**src/rtl/instr_fetch_pkg.sv**
```systemverilog
// Shared CPU definitions: opcode constants (also used by the control decoder), fetch FSM encoding, widths.
package instr_fetch_pkg;

  localparam int INST_W = 32;
  localparam int OP_W   = 6;

  localparam logic [OP_W-1:0] OP_ADD  = 6'd0;
  localparam logic [OP_W-1:0] OP_SUB  = 6'd1;
  localparam logic [OP_W-1:0] OP_AND  = 6'd2;
  localparam logic [OP_W-1:0] OP_OR   = 6'd3;
  localparam logic [OP_W-1:0] OP_XOR  = 6'd4;
  localparam logic [OP_W-1:0] OP_SLT  = 6'd5;
  localparam logic [OP_W-1:0] OP_LW   = 6'd10;
  localparam logic [OP_W-1:0] OP_SW   = 6'd11;
  localparam logic [OP_W-1:0] OP_ADDI = 6'd12;
  localparam logic [OP_W-1:0] OP_LUI  = 6'd13;
  localparam logic [OP_W-1:0] OP_ORI  = 6'd14;
  localparam logic [OP_W-1:0] OP_BEQ  = 6'd20;
  localparam logic [OP_W-1:0] OP_BNE  = 6'd21;
  localparam logic [OP_W-1:0] OP_JMP  = 6'd30;
  localparam logic [OP_W-1:0] OP_IRET = 6'd31;

  typedef enum logic [1:0] {
    ST_FETCH = 2'd0,
    ST_VALID = 2'd1,
    ST_DRAIN = 2'd2,
    ST_ERR   = 2'd3
  } if_state_e;

endpackage

```
**src/rtl/instr_fetch_if.sv**
```systemverilog
// Fetch unit bus bundle: instruction-memory port, decode handshake, redirect input and bus error.
interface instr_fetch_if;

  logic                               imem_req;
  logic [instr_fetch_pkg::INST_W-1:0] imem_addr;
  logic                               imem_ack;
  logic [instr_fetch_pkg::INST_W-1:0] imem_rdata;
  logic                               inst_valid;
  logic                               inst_ready;
  logic [instr_fetch_pkg::INST_W-1:0] inst;
  logic [instr_fetch_pkg::OP_W-1:0]   op;
  logic [instr_fetch_pkg::INST_W-1:0] inst_pc;
  logic                               illegal;
  logic                               redirect;
  logic [instr_fetch_pkg::INST_W-1:0] redirect_pc;
  logic                               bus_err;

  modport master (
    output imem_req, imem_addr, inst_valid, inst, op, inst_pc, illegal, bus_err,
    input  imem_ack, imem_rdata, inst_ready, redirect, redirect_pc
  );

  modport slave (
    input  imem_req, imem_addr, inst_valid, inst, op, inst_pc, illegal, bus_err,
    output imem_ack, imem_rdata, inst_ready, redirect, redirect_pc
  );

endinterface

```
**src/rtl/instr_fetch_opcode_check.sv**
```systemverilog
// Combinational opcode legality check; shared with the control decoder.
module opcode_check
  import instr_fetch_pkg::*;
(
  input  logic [OP_W-1:0] op_i,
  output logic            legal_o
);

  always_comb begin
    legal_o = 1'b0;
    case (op_i)
      OP_ADD, OP_SUB, OP_AND, OP_OR, OP_XOR, OP_SLT,
      OP_LW, OP_SW, OP_ADDI, OP_LUI, OP_ORI,
      OP_BEQ, OP_BNE, OP_JMP, OP_IRET: legal_o = 1'b1;
      default:                         legal_o = 1'b0;
    endcase
  end

endmodule

```
**src/rtl/instr_fetch.sv**
```systemverilog
// Instruction fetch unit: PC, req/ack fetch, valid/ready hand-off to decode, redirect and timeout.
// Build option IFETCH_ILLEGAL_TRAP_EN: illegal opcodes are not presented; fetch jumps to TRAP_PC.
//   state | meaning
//   FETCH | request pending at pc
//   VALID | instruction held for decode
//   DRAIN | redirected while a request was open; wait out the stale ack
//   ERR   | fetch timed out; idle until redirect
module instr_fetch
  import instr_fetch_pkg::*;
#(
  parameter logic [INST_W-1:0] RESET_PC    = 32'h0000_0000,
  parameter logic [INST_W-1:0] TRAP_PC     = 32'h0000_0080,
  parameter int unsigned       TIMEOUT_CYC = 255
) (
  input  logic          clk,
  input  logic          rst,
  instr_fetch_if.master bus
);

`ifdef IFETCH_ILLEGAL_TRAP_EN
  localparam bit TRAP_EN = 1'b1;
`else
  localparam bit TRAP_EN = 1'b0;
`endif

  localparam int CNT_W = (TIMEOUT_CYC > 1) ? $clog2(TIMEOUT_CYC) : 1;
  localparam logic [CNT_W-1:0] WAIT_TC = (TIMEOUT_CYC == 0) ? '0 : CNT_W'(TIMEOUT_CYC - 1);

  if_state_e         state_q, state_d;
  logic [INST_W-1:0] pc_q, pc_d;
  logic [INST_W-1:0] drain_addr_q, drain_addr_d;
  logic [INST_W-1:0] inst_q, inst_d;
  logic [INST_W-1:0] inst_pc_q, inst_pc_d;
  logic              illegal_q, illegal_d;
  logic [CNT_W-1:0]  wait_q, wait_d;
  logic              run_q;

  logic req, ack, timeout, legal, bus_err;

  opcode_check u_opcode_check (
    .op_i    (bus.imem_rdata[INST_W-1 -: OP_W]),
    .legal_o (legal)
  );

  // run_q keeps imem_req low until the first clock after reset release
  assign req     = run_q && (state_q == ST_FETCH || state_q == ST_DRAIN);
  assign ack     = req && bus.imem_ack;
  assign timeout = (TIMEOUT_CYC != 0) && req && !bus.imem_ack && (wait_q == WAIT_TC);

  always_comb begin
    state_d      = state_q;
    pc_d         = pc_q;
    drain_addr_d = drain_addr_q;
    inst_d       = inst_q;
    inst_pc_d    = inst_pc_q;
    illegal_d    = TRAP_EN ? 1'b0 : illegal_q;
    wait_d       = '0;
    bus_err      = 1'b0;

    if ((TIMEOUT_CYC != 0) && req && !bus.imem_ack && !bus.redirect && !timeout)
      wait_d = wait_q + 1'b1;

    if (bus.redirect) begin
      pc_d = bus.redirect_pc & ~32'h3;
      case (state_q)
        ST_FETCH: begin
          if (req && !bus.imem_ack) begin
            state_d      = ST_DRAIN;
            drain_addr_d = pc_q;
          end
        end
        ST_DRAIN: if (ack) state_d = ST_FETCH;
        default:  state_d = ST_FETCH;
      endcase
    end else begin
      case (state_q)
        ST_FETCH: begin
          if (ack) begin
            if (TRAP_EN && !legal) begin
              pc_d      = TRAP_PC;
              illegal_d = 1'b1;
            end else begin
              inst_d    = bus.imem_rdata;
              inst_pc_d = pc_q;
              illegal_d = !legal;
              pc_d      = pc_q + 32'd4;
              state_d   = ST_VALID;
            end
          end else if (timeout) begin
            bus_err = 1'b1;
            state_d = ST_ERR;
          end
        end
        ST_DRAIN: begin
          if (ack) begin
            state_d = ST_FETCH;
          end else if (timeout) begin
            bus_err = 1'b1;
            state_d = ST_ERR;
          end
        end
        ST_VALID: if (bus.inst_ready) state_d = ST_FETCH;
        default:  state_d = state_q;
      endcase
    end
  end

  always_ff @(posedge clk or posedge rst) begin
    if (rst) begin
      state_q      <= ST_FETCH;
      pc_q         <= RESET_PC;
      drain_addr_q <= RESET_PC;
      inst_q       <= '0;
      inst_pc_q    <= '0;
      illegal_q    <= 1'b0;
      wait_q       <= '0;
      run_q        <= 1'b0;
    end else begin
      state_q      <= state_d;
      pc_q         <= pc_d;
      drain_addr_q <= drain_addr_d;
      inst_q       <= inst_d;
      inst_pc_q    <= inst_pc_d;
      illegal_q    <= illegal_d;
      wait_q       <= wait_d;
      run_q        <= 1'b1;
    end
  end

  assign bus.imem_req   = req;
  assign bus.imem_addr  = (state_q == ST_DRAIN) ? drain_addr_q : pc_q;
  assign bus.inst_valid = (state_q == ST_VALID);
  assign bus.inst       = inst_q;
  assign bus.op         = inst_q[INST_W-1 -: OP_W];
  assign bus.inst_pc    = inst_pc_q;
  assign bus.illegal    = illegal_q;
  assign bus.bus_err    = bus_err;

endmodule

```
**src/flat_wrapper.sv**
```systemverilog
// flat-port wrapper written by rule: the top's interface ports become plain ports
module instr_fetch_flat import instr_fetch_pkg::*;
#(
  parameter logic [INST_W-1:0] RESET_PC    = 32'h0000_0000,
  parameter logic [INST_W-1:0] TRAP_PC     = 32'h0000_0080,
  parameter int unsigned       TIMEOUT_CYC = 255
)
  (clk, rst, bus_imem_req, bus_imem_addr, bus_inst_valid, bus_inst, bus_op, bus_inst_pc, bus_illegal, bus_bus_err, bus_imem_ack, bus_imem_rdata, bus_inst_ready, bus_redirect, bus_redirect_pc);
  instr_fetch_if bus_i ();
  input  logic clk;
  input  logic rst;
  output wire logic [$bits(bus_i.imem_req)-1:0] bus_imem_req;
  output wire logic [$bits(bus_i.imem_addr)-1:0] bus_imem_addr;
  output wire logic [$bits(bus_i.inst_valid)-1:0] bus_inst_valid;
  output wire logic [$bits(bus_i.inst)-1:0] bus_inst;
  output wire logic [$bits(bus_i.op)-1:0] bus_op;
  output wire logic [$bits(bus_i.inst_pc)-1:0] bus_inst_pc;
  output wire logic [$bits(bus_i.illegal)-1:0] bus_illegal;
  output wire logic [$bits(bus_i.bus_err)-1:0] bus_bus_err;
  input wire logic [$bits(bus_i.imem_ack)-1:0] bus_imem_ack;
  input wire logic [$bits(bus_i.imem_rdata)-1:0] bus_imem_rdata;
  input wire logic [$bits(bus_i.inst_ready)-1:0] bus_inst_ready;
  input wire logic [$bits(bus_i.redirect)-1:0] bus_redirect;
  input wire logic [$bits(bus_i.redirect_pc)-1:0] bus_redirect_pc;
  assign bus_imem_req = bus_i.imem_req;
  assign bus_imem_addr = bus_i.imem_addr;
  assign bus_inst_valid = bus_i.inst_valid;
  assign bus_inst = bus_i.inst;
  assign bus_op = bus_i.op;
  assign bus_inst_pc = bus_i.inst_pc;
  assign bus_illegal = bus_i.illegal;
  assign bus_bus_err = bus_i.bus_err;
  assign bus_i.imem_ack = bus_imem_ack;
  assign bus_i.imem_rdata = bus_imem_rdata;
  assign bus_i.inst_ready = bus_inst_ready;
  assign bus_i.redirect = bus_redirect;
  assign bus_i.redirect_pc = bus_redirect_pc;
  instr_fetch #(.RESET_PC(RESET_PC), .TRAP_PC(TRAP_PC), .TIMEOUT_CYC(TIMEOUT_CYC)) u_core (.clk(clk), .rst(rst), .bus(bus_i));
endmodule
```
**config.mk**
```make
export PLATFORM = sky130hd
export DESIGN_NAME = instr_fetch_flat
export DESIGN_NICKNAME = d
export VERILOG_FILES = /design/src/rtl/instr_fetch_pkg.sv /design/src/rtl/instr_fetch_if.sv /design/src/rtl/instr_fetch_opcode_check.sv /design/src/rtl/instr_fetch.sv /design/src/flat_wrapper.sv
export SDC_FILE = /design/constraint.sdc
export NUM_CORES = 1
export LEC_CHECK = 0
export CAP_MARGIN = 20
export CORE_UTILIZATION = 45
export DETAILED_ROUTE_END_ITERATION = 10
export PLACE_DENSITY = 0.76
export SYNTH_ARGS = -nofsm -noshare
export SYNTH_HDL_FRONTEND = slang
export SYNTH_SLANG_ARGS = --single-unit
export TNS_END_PERCENT = 30
```
**constraint.sdc**
```tcl
create_clock -name clk -period 9.32 [get_ports clk]
set_clock_uncertainty 0.05 [all_clocks]
set_input_delay 1.864 -clock clk [delete_from_list [all_inputs] [get_ports clk]]
set_output_delay 1.864 -clock clk [all_outputs]
set_load 0.02 [all_outputs]
```
Word level (Yosys, flattened, before mapping) --
Memory sizes are Yosys's and may differ from the RTL's. Index checks and enable logic that the tools add are counted.
Word-level totals: word-level logic and storage cells 57, memory bits (read-only) 32, register bits after elaboration 140, memories 1, bits of input ports 69
Operators by class: equal/unequal tests 6, add/sub/neg operators 2, bitwise gates (word level) 1, multiplexer cells 19, reduce and logical (&&, ||, !) cells 20
Memory list:
- (name not given) | words 32, width 1, rd ports 1, clocked after memory_dff 0, wr ports 0, line instr_fetch_opcode_check.sv:11 | case (op_i)
Operators with widths (count):
- 2-to-1 mux 32 bit | 4
- adder 32 x 3 -> 32 bit (second input constant) | 1
- 2-to-1 mux 2 bit | 7
- adder 8 x 1 -> 8 bit (second input constant) | 1
- == test 8 bit (second input constant) | 1
- 2-to-1 mux 8 bit | 1
- logical AND 1 bit | 6
- case mux 2 bit (3 select lines) | 1
- AND reduction 3 bit | 2
- 2-to-1 mux 1 bit | 5
- zero test 1 bit | 4
- case mux 2 bit (2 select lines) | 1
- AND reduction 4 bit | 1
- nonzero test 2 bit | 2
- nonzero test 4 bit | 1
- inequality test 3 x 1 -> 1 bit (second input constant) | 1
- inequality test 3 x 2 -> 1 bit (second input constant) | 1
- inequality test 3 bit (second input constant) | 1
- == test 2 x 1 -> 1 bit (second input constant) | 1
- == test 2 bit (second input constant) | 1
- zero test 2 bit | 1
- AND reduction 2 bit | 1
- OR reduction 2 bit | 1
- logical OR 1 bit | 1
- inverter 1 bit | 1

Longest topological paths before layout --
Gate-level depths: netlist of the first run.
word-level depth 9, mapped depth 9, gate-level depth less buffers 6

By module --
From an unflattened synthesis of the first run, not the netlist that was laid out.
Second synthesis, totals: cell total of the unflattened synthesis 556, area, all modules 6287.3 sq um
By module, submodules not included:
- instr_fetch | instances 1, cells each 550, area each 6246.0 sq um
- opcode_check | instances 1, cells each 6, area each 41.3 sq um

Worst setup path after synthesis of the first run --
No wires, ideal clock.
path kind input to output, start point input bus_redirect, end point output bus_bus_err, setup slack 4.450 ns, arrival 2.956 ns, cell stages on the path 3, path through clkbuf_1 -> clkbuf_1 -> nor4_1
On the way: word-level cells in the longest chain between the ends 1
Ends and longest elaborated chain:
- start, declared | line flat_wrapper.sv:23 | input wire logic [$bits(bus_i.redirect)-1:0] bus_redirect;
- 2-to-1 mux 1 bit | line instr_fetch.sv:63 | if (bus.redirect) begin
- end, declared | line flat_wrapper.sv:19 | output wire logic [$bits(bus_i.bus_err)-1:0] bus_bus_err;
Every way passes these cells.

Final worst setup path of the first run --
start point input bus_imem_ack, end point output bus_bus_err
On the way: word-level cells in the longest chain between the ends 7
Ends and longest elaborated chain:
- start, declared | line flat_wrapper.sv:20 | input wire logic [$bits(bus_i.imem_ack)-1:0] bus_imem_ack;
- zero test 1 bit | line instr_fetch.sv:48 | assign timeout = (TIMEOUT_CYC != 0) && req && !bus.imem_ack && (wait_q == WAIT_TC);
- logical AND 1 bit (2 in a row) | line instr_fetch.sv:48
- 2-to-1 mux 1 bit | line instr_fetch.sv:89, instr_fetch.sv:97
- 2-to-1 mux 1 bit (*) | line instr_fetch.sv:78 | if (ack) begin
- 2-to-1 mux 1 bit (*)
- 2-to-1 mux 1 bit (*) | line instr_fetch.sv:63
Mark *: on every way between the ends. The rest lies on a longest branch, timed or not.

==> impl_metrics.yaml, run 1 <==
setup_path:
  worstSetupStartpointType: "primary input"
  r2r_start: "u_core.state_q[0]"
  rrSetupSlack_ns: 6.13
  r2r-end: "u_core.drain_addr_q[29]"
  reg2reg_depth: 7
  critical_path_class: "primary input to primary output"
  crit_path_end_kind: "primary output"
  cp_max_fo: 8
  crit_arrival_ns: 3.56
  cp_data_required_time_ns: 7.41
detailed_routing:
  wire_per_inst_um: 16.7
  drtIter0Drc: 290
  route.detailed.drc: 0
  wirelength_mm: 14.8
  first_pass_iters: 4
  detail-route-antenna-nets: 0
  dr_total_vias: 4796
  viasPerCell: 5.43
timing:
  tns_ns: 0
  fin_crit_ns: 5.48
  fmax_mhz: 183
  hold_violations: 0
  tightestPinTransition_ns: 0.933
  rsz0062_at_grt: "no"
  slew_headroom_pct: 37.8
  slew_violations: 0
  min_period_over_period_pct: 58.8
  setup_viol: 0
final_layout:
  nets: 770
  design_area_um2: 8660
  area_delta_synth_final_pct: 36.8
  diodes: 0
  drive_gt1_share_pct: 21.5
floorplan:
  boundaryPins: 175
  coreArea_um2: 13500
  rows: 42
  initial_core_util_pct: 46.9
  die_h_um: 121
  die_w_um: 121
  dieArea_um2: 14500
synthesis:
  ys_seq_area_share_pct: 53.0
  synth_edf_count: 0
  ys_top_cells_by_area: "dfrtp_1, mux2_2, nand2_1, o21ai_0, xor2_1"
  synth_most_common_cell: "dfrtp_1"
  ys_warn_count: 0
  ys_top_cells_by_count: "dfrtp_1, mux2_2, nand2_1"
  syn_inst: 542
  syn-mean-instance-area_um2: 11.7
  ys.flop_type: "dfrtp_1"
  synthesis.area_um2: 6330
  ys_ff_latch: 134
  yosys.area.top_type: "dfrtp_1"
  yosysTopAreaCellShare_pct: 53.0
  synth_cell_types: 51
  ys_async_sr_fraction_pct: 100
power_and_ir_drop:
  ir_drop_mv: 0.176
  power_density_nw_per_um2: 311
  p_seq_share_pct: 34.7
  switchingPower_uw: 893
  power_frac_clock_pct: 24.1
  sw_frac_of_total_pct: 33.2
  pwr-share-comb_pct: 41.2
  leakage_uw: 0.00353
  intPower_uw: 1800
clock_tree:
  cts_sinks: 134
  path_clk_slew_ns: 0.05
  post-cts-setup-buffers: 0
  ctsHtreeMaxLevel: 4
  hold_buffers: 0
  cts_tree: "yes"
  cts_buffers: 17
  cts_resized: 0
  clockBufferDepth: 2
  clk_latency_ns: 0.41
  cts.root.buffer_cell: "clkbuf_16"
global_route:
  grt.overflow.total: 0
  track_usage_pct: 21.5
  antenna_found_initial: 0
  grt_max_degree: 69
  grt_pass1_vias: 4734
  grt_pass1_wl_mm: 24.0
hold_path:
  min_path_cells: 2
  min_path_type: "flip-flop to flip-flop"
  hold_end: "u_core.bus.inst_pc[16]"
  hp-start: "u_core.bus.inst_pc[16]"
place:
  place_area_um2: 8080
  hpwlAfterDp_mm: 10.2
  routabilityCongestion: 0.847
  numPortBuffers: 168
flow_run:
  cap_violations: 0
outcome:
  status: "completed"
routing by layer:
layer	part of all wire (%)	global-route usage [%]	wire length (um)
met5	0	0	0
met4	1.8	8.26	264
met3	4.6	4.29	683
met2	50	35.9	7380
met1	44	27.5	6430
kinds of logic after synthesis:
logic type / count (synthesis) / synth area share [%]
other cells: 2 / 0.119
xor+xnor: 18 / 2.49
fa+ha+maj: 6 / 1.19
compound gates: 71 / 7.15
mux: 113 / 20.1
buf+inv: 55 / 4.05
flops: 134 / 53.0
simple gates: 143 / 12.0
flip-flops by register name (all words and copies together), names as in the netlist:
name and flops:
u_core.bus.illegal 1, u_core.bus.inst 32, u_core.wait_q 8, u_core.run_q 1
u_core.drain_addr_q 30, u_core.pc_q 30, u_core.state_q 2, u_core.bus.inst_pc 30
layout by cell type (no fill, tap or decap), drive strengths merged, types with 2 or more instances in the layout:
| cell type | synthesis | final |
|---|---|---|
| and4 | 4 | 4 |
| bufinv | 0 | 2 |
| o21ai | 28 | 28 |
| nand3 | 18 | 18 |
| o31a | 2 | 2 |
| a21oi | 2 | 2 |
| clkbuf | 19 | 23 |
| ha | 6 | 6 |
| nor2 | 25 | 25 |
| conb | 2 | 5 |
| clkinv | 0 | 5 |
| dfrtp | 134 | 134 |
| nor3 | 3 | 3 |
| o31ai | 11 | 11 |
| nand2b | 4 | 4 |
| and3 | 5 | 5 |
| or4 | 13 | 13 |
| clkdlybuf4s50 | 0 | 168 |
| xor2 | 11 | 11 |
| mux2 | 112 | 112 |
| nor4 | 5 | 5 |
| nand2 | 42 | 42 |
| or3 | 4 | 4 |
| clkinvlp | 0 | 2 |
| a31oi | 14 | 14 |
| nor2b | 2 | 2 |
| inv | 13 | 13 |
| nand4 | 13 | 13 |
| xnor2 | 7 | 7 |
| buf | 23 | 5 |
through the flow:
step	setup WS, ns	hold slack, ns	instances	utilization, %	power (uW)
2_1_floorplan	3.82	0.424	545	-	1550
3_3_place_gp	3.87	0.418	852	59.9	2030
3_5_place_dp	3.89	0.428	852	59.9	2060
4_1_cts	3.87	0.440	884	64.1	2720
5_1_grt	3.73	0.462	884	64.1	2830
6_report	3.84	0.434	884	64.1	2690
how the worst max path moves through the flow:
stage | startpoint | to | slack, ns
global route | bus_imem_ack | bus_bus_err | 3.73
global placement | bus_imem_ack | bus_bus_err | 3.87
CTS | bus_imem_ack | bus_bus_err | 3.87
floorplan | rst | u_core.bus.illegal | 3.82
detailed placement | bus_imem_ack | bus_bus_err | 3.89
finish | bus_imem_ack | bus_bus_err | 3.84
power by group through the flow:
stage	registers [uW]	logic [uW]	clock network [uW]
floorplan	1080	470	0
global placement	927	1100	0
detailed placement	942	1120	0
CTS	933	1120	665
global route	961	1180	691
finish	933	1110	649
worst max-delay path: stages:
cell	delay, ns
clkdlybuf4s50_1	0.53
nand2b_1	0.24
nor4_1	0.28
clkdlybuf4s50_1	0.65
final cells by class:
cell class | count | area, um^2
Sequential cell | 134 | 3350
Inverter | 13 | 53.8
Multi-Input combinational cell | 356 | 2740
Timing Repair Buffer | 173 | 1720
Fill cell | 1004 | 4840
Clock inverter | 9 | 100
Clock buffer | 23 | 478
Tap cell | 176 | 220
Note: power is estimated with default switching activity, not from simulation.
==> run 2, diff against run 1 <==
Settings changed: CORE_UTILIZATION 45 to 44, PLACE_DENSITY 0.76 to 0.77.
Clock period 9.32 ns to 4.79 ns, I/O delays scaled along.
==> run 2 against run 1 <==
Net effect: flip-flop and latch count unchanged; utilization shrank 1.8 points; via count up 1.5%; clock power is 93% higher; sequential power grew 95%; final cell count rose by 0.57%; global-route usage grew 0.30 points; worst setup slack worse by 3.0 ns; clock-buffer cell count fell by 2; power rose by 95%; critical path type is now flip-flop to primary output.
==> impl_metrics.yaml, run 2 (synthesized netlist as in run 1, its figures left out) <==
outcome:
  status: "completed"
clock_tree:
  clockBufferDepth: 2
  cts_sinks: 134
  clk_latency_ns: 0.42
  hold_buffers: 0
  path_clk_slew_ns: 0.06
  cts_tree: "yes"
  cts_resized: 0
  ctsHtreeMaxLevel: 4
  cts_buffers: 17
  cts.root.buffer_cell: "clkbuf_16"
  post-cts-setup-buffers: 0
detailed_routing:
  dr_total_vias: 4866
  drtIter0Drc: 277
  route.detailed.drc: 0
  wire_per_inst_um: 17.2
  viasPerCell: 5.47
  detail-route-antenna-nets: 0
  wirelength_mm: 15.3
  first_pass_iters: 5
power_and_ir_drop:
  pwr-share-comb_pct: 41.3
  power.total_uw: 5240
  p_seq_share_pct: 34.8
  power_density_nw_per_um2: 603
  intPower_uw: 3490
  power_frac_clock_pct: 23.9
  ir_drop_mv: 0.305
  leakage_uw: 0.00354
  sw_frac_of_total_pct: 33.5
  switchingPower_uw: 1750
global_route:
  antenna_found_initial: 0
  grt_util_met3_pct: 5.06
  track_usage_pct: 21.8
  grt_pass1_vias: 4833
  grt-busiest-layer: "met2"
  grt_use_met2_pct: 35.1
  grt_max_degree: 110
  grt.overflow.total: 0
  use_met1_pct: 28.7
  grt_pass1_wl_mm: 24.7
final_layout:
  final_cell_mix: "clkdlybuf4s50_1, dfrtp_1, mux2_2, nand2_1, o21ai_0"
  nets: 772
  largest_reg_flops: 32
  seq_area_um2: 3350
  nFillCells: 1092
  area_delta_synth_final_pct: 37.3
  layout_commonest_cell: "clkdlybuf4s50_1"
  fin_cells: 889
  drive_gt1_share_pct: 21.7
  design_area_um2: 8690
  multiInputGateArea_um2: 2740
  diodes: 0
setup_path:
  crit_family: "adder cells"
  critical_path_class: "flip-flop to primary output"
  cp_data_required_time_ns: 3.78
  worstSetupStartpointType: "flip-flop"
  cp.buffers_inverters: 2
  slowest_stage: "ha_2"
  worstPathCellList: "inv_1, ha_2, nor2_1, nor4_1, clkdlybuf4s50_1"
  cp_max_fo: 40
  crit_arrival_ns: 2.92
  crit_path_end_kind: "primary output"
  max_stage_delay_ns: 0.83
place:
  numPortBuffers: 168
  hpwlAfterDp_mm: 10.5
  routabilityCongestion: 0.924
  dp_cells: 857
  place_area_um2: 8100
timing:
  hold_violations: 0
  slew_violations: 0
  tightestPinTransition_ns: 0.984
  setup_viol: 0
  min_period_over_period_pct: 82.0
  rsz0062_at_grt: "no"
  tns_ns: 0
  slew_headroom_pct: 34.4
  fmax_mhz: 255
  fin_crit_ns: 3.93
flow_run:
  cap_violations: 0
floorplan:
  die_h_um: 122
  boundaryPins: 175
  initial_core_util_pct: 45.4
  rows: 43
  dieArea_um2: 14900
  coreArea_um2: 13900
  die_w_um: 122
hold_path:
  min_path_type: "flip-flop to flip-flop"
-- run 2: power groups by stage --
| stage | logic [uW] | registers [uW] | clock network [uW] |
|---|---|---|---|
| after floorplan | 914 | 2110 | 0 |
| after global placement | 2130 | 1810 | 0 |
| after detailed placement | 2170 | 1840 | 0 |
| after CTS | 2180 | 1820 | 1270 |
| after global routing | 2310 | 1880 | 1320 |
| final | 2160 | 1820 | 1250 |
-- run 2: final timing paths --
kind / startpoint / to / slack [ns] / depth (start not counted)
max reg2reg: u_core.state_q[0] / u_core.drain_addr_q[23] / 1.54 / 7
min in group asynchronous: rst / u_core.bus.inst_pc[28] / 0.82 / 2
max: u_core.state_q[0] / bus_bus_err / 0.86 / 5
min: u_core.bus.inst_pc[26] / u_core.bus.inst_pc[26] / 0.43 / 2
max in group asynchronous: rst / u_core.bus.inst[30] / 2.96 / 4
min reg2reg: u_core.bus.inst_pc[26] / u_core.bus.inst_pc[26] / 0.43 / 2
-- run 2: cell type report --
class	count	area share, %
multi-input cells	356	31.5
well taps	180	2.59
inverters	13	0.619
clock buffers	21	5.30
repair buffers	175	20.2
clock inverters	10	1.21
flip-flops and latches	134	38.6
-- run 2: worst register-to-register path, delay by kind of cell (launching register included) --
kind	cells	cell delay, ns
AND/OR/NAND/NOR	3	0.98
flip-flops	1	0.39
adder cells (fa/ha/maj)	1	0.83
buffers and inverters	2	0.55
multiplexers	1	0.32
-- run 2: stage by stage --
step	setup WS, ns	util, %	hold WS (ns)
2_1_floorplan	0.199	-	0.424
3_3_place_gp	1.14	58.1	0.417
3_5_place_dp	1.12	58.1	0.428
4_1_cts	0.831	62.2	0.440
5_1_grt	0.600	62.4	0.461
6_report	0.864	62.4	0.431
-- run 2: layer usage --
metal	part of all wire (%)	routed length, um
met1	43	6540
met2	49	7560
met3	6.1	926
met4	1.6	248
met5	0	0
==> run 3, diff against run 2 <==
Settings changed: CORE_UTILIZATION 44 to 45, PLACE_DENSITY 0.77 to 0.76.
Clock period 4.79 ns to 3.7 ns, I/O delays scaled along.
==> run 3 against run 2 <==
Net effect: die area fell by 2.2%; final cell count fell by 0.11%; combinational power is 31% higher; hold slack gained 0.0023 ns; global-route usage is 0.35 points lower; non-clock buffer count rose by 2; first-iteration DRC count is 13% lower; sequential share of layout area shrank 0.19 points; wire length is 2.6% lower; clock power is 31% higher; utilization grew 2.3 points; final area up 0.49%; critical path type unchanged; critical endpoint is now bus_imem_addr[30]; largest cell class unchanged.
==> impl_metrics.yaml, run 3 (synthesized netlist as in run 1, its figures left out) <==
setup_path:
  worstSetupStartpointType: "flip-flop"
  r2r-end: "u_core.pc_q[22]"
  cp_max_fo: 29
  max_stage_delay_ns: 0.54
  crit_path_end_kind: "primary output"
  rrSetupSlack_ns: 0.90
  crit_end: "bus_imem_addr[30]"
  cp.buffers_inverters: 3
  reg2reg_depth: 6
  r2r_start: "u_core.state_q[0]"
  worst-path-stages: 5
  crit_family: "buffers and inverters"
  worstPathCellList: "inv_1, ha_4, buf_4, mux2_2, clkdlybuf4s50_1"
  cp_data_required_time_ns: 2.91
  crit_arrival_ns: 2.54
  slowest_stage: "clkdlybuf4s50_1"
  critical_path_class: "flip-flop to primary output"
  critPathLaunch: "u_core.state_q[0]"
floorplan:
  rows: 42
  dieArea_um2: 14500
  die_w_um: 121
  initial_core_util_pct: 46.9
  boundaryPins: 175
  die_h_um: 121
  coreArea_um2: 13500
timing:
  hold_violations: 0
  tns_ns: 0
  layout_setup_ws_ns: 0.366
  setup_viol: 0
  rsz0062_at_grt: "no"
  fmax_mhz: 300
  min_period_over_period_pct: 90.1
  slew_violations: 0
  slew_headroom_pct: 58.2
  fin_crit_ns: 3.33
  tightestPinTransition_ns: 0.628
place:
  numPortBuffers: 168
  routabilityCongestion: 0.822
  dp_cells: 856
  hpwlAfterDp_mm: 10.6
  place_ws_ns: 0.472
detailed_routing:
  wirelength_mm: 14.9
  route.detailed.drc: 0
  first_pass_iters: 4
  wire_per_inst_um: 16.8
  dr_total_vias: 4765
  drtIter0Drc: 241
  dr_wl_met2_mm: 7.49
  detail-route-antenna-nets: 0
  top_layer: "met4"
  routedLengthMet1_mm: 6.38
  viasPerCell: 5.37
  route.met3.wl_um: 664
power_and_ir_drop:
  ir_drop_mv: 0.452
  power_density_nw_per_um2: 781
  leakage_uw: 0.00356
final_layout:
  fin_cells: 888
  diodes: 0
  largest_reg_flops: 32
  layout_commonest_cell: "clkdlybuf4s50_1"
  fin_util_pct: 64.7
  area_delta_synth_final_pct: 37.9
  drive_gt1_share_pct: 21.8
  final_cell_mix: "clkdlybuf4s50_1, dfrtp_1, mux2_2, nand2_1, o21ai_0"
  nets: 774
  multiInputGateArea_um2: 2750
  seq_area_um2: 3350
  nFillCells: 1021
global_route:
  antenna_found_initial: 0
  grt_max_degree: 87
  track_usage_pct: 21.4
  grt.overflow.total: 0
  grt_pass1_vias: 4824
  grt_pass1_wl_mm: 24.1
clock_tree:
  hold_buffers: 0
  cts_tree: "yes"
  cts_resized: 0
  ctsHtreeMaxLevel: 4
  clockBufferDepth: 2
  clk_latency_ns: 0.40
  cts.root.buffer_cell: "clkbuf_16"
  cts_buffers: 17
  cts_sinks: 134
  post-cts-setup-buffers: 0
  path_clk_slew_ns: 0.06
outcome:
  status: "completed"
flow_run:
  cap_violations: 0
hold_path:
  min_path_type: "flip-flop to flip-flop"
==> run 3: final cells by class <==
type                    instances  area share (%)
well taps                     176            2.52
inverters                      13           0.602
clock buffers                  24            5.52
clock inverters                 8            1.12
flip-flops and latches        134            38.4
repair buffers                177            20.3
multi-input cells             356            31.5
==> run 3: worst min-delay path by stage <==
| stage | startpoint | endpoint | slack, ns | cells past startpoint |
|---|---|---|---|---|
| 6_report | u_core.bus.inst_pc[20] | u_core.bus.inst_pc[20] | 0.43 | 2 |
| 5_1_grt | u_core.bus.inst_pc[16] | u_core.bus.inst_pc[16] | 0.46 | 2 |
| 4_1_cts | u_core.bus.inst_pc[20] | u_core.bus.inst_pc[20] | 0.44 | 2 |
| 3_5_place_dp | u_core.bus.inst_pc[20] | u_core.bus.inst_pc[20] | 0.42 | 2 |
| 3_3_place_gp | u_core.bus.illegal | u_core.bus.illegal | 0.42 | 2 |
| 2_1_floorplan | u_core.drain_addr_q[10] | u_core.drain_addr_q[10] | 0.42 | 1 |
==> run 3: stage by stage <==
stage | hold slack (ns) | instance area (um^2) | total power, uW
finish | 0.433 | 8730 | 6820
floorplan | 0.424 | 6350 | 3910
global placement | 0.417 | 8140 | 5110
detailed placement | 0.424 | 8140 | 5210
global route | 0.455 | 8730 | 7170
CTS | 0.436 | 8720 | 6870
==> run 3: power breakdown <==
group          switching, uW  internal (uW)
clock                    598           1040
sequential               332           2020
combinational           1330           1490
total                   2260           4560
==> run 3: per-layer routing <==
metal,vias up,track usage [%]
met5,-,0
met4,0,7.72
met3,21,5.05
met2,159,36.5
met1,2323,26.6
li1,2262,-
==> run 3: worst register-to-register path, cell delays in order, from the launching register on <==
cell and delay, ns:
dfrtp_1 0.38, inv_1 0.14, ha_1 0.36, and3_1 0.62, nand2_1 0.41, or4_1 0.59, a31oi_1 0.16
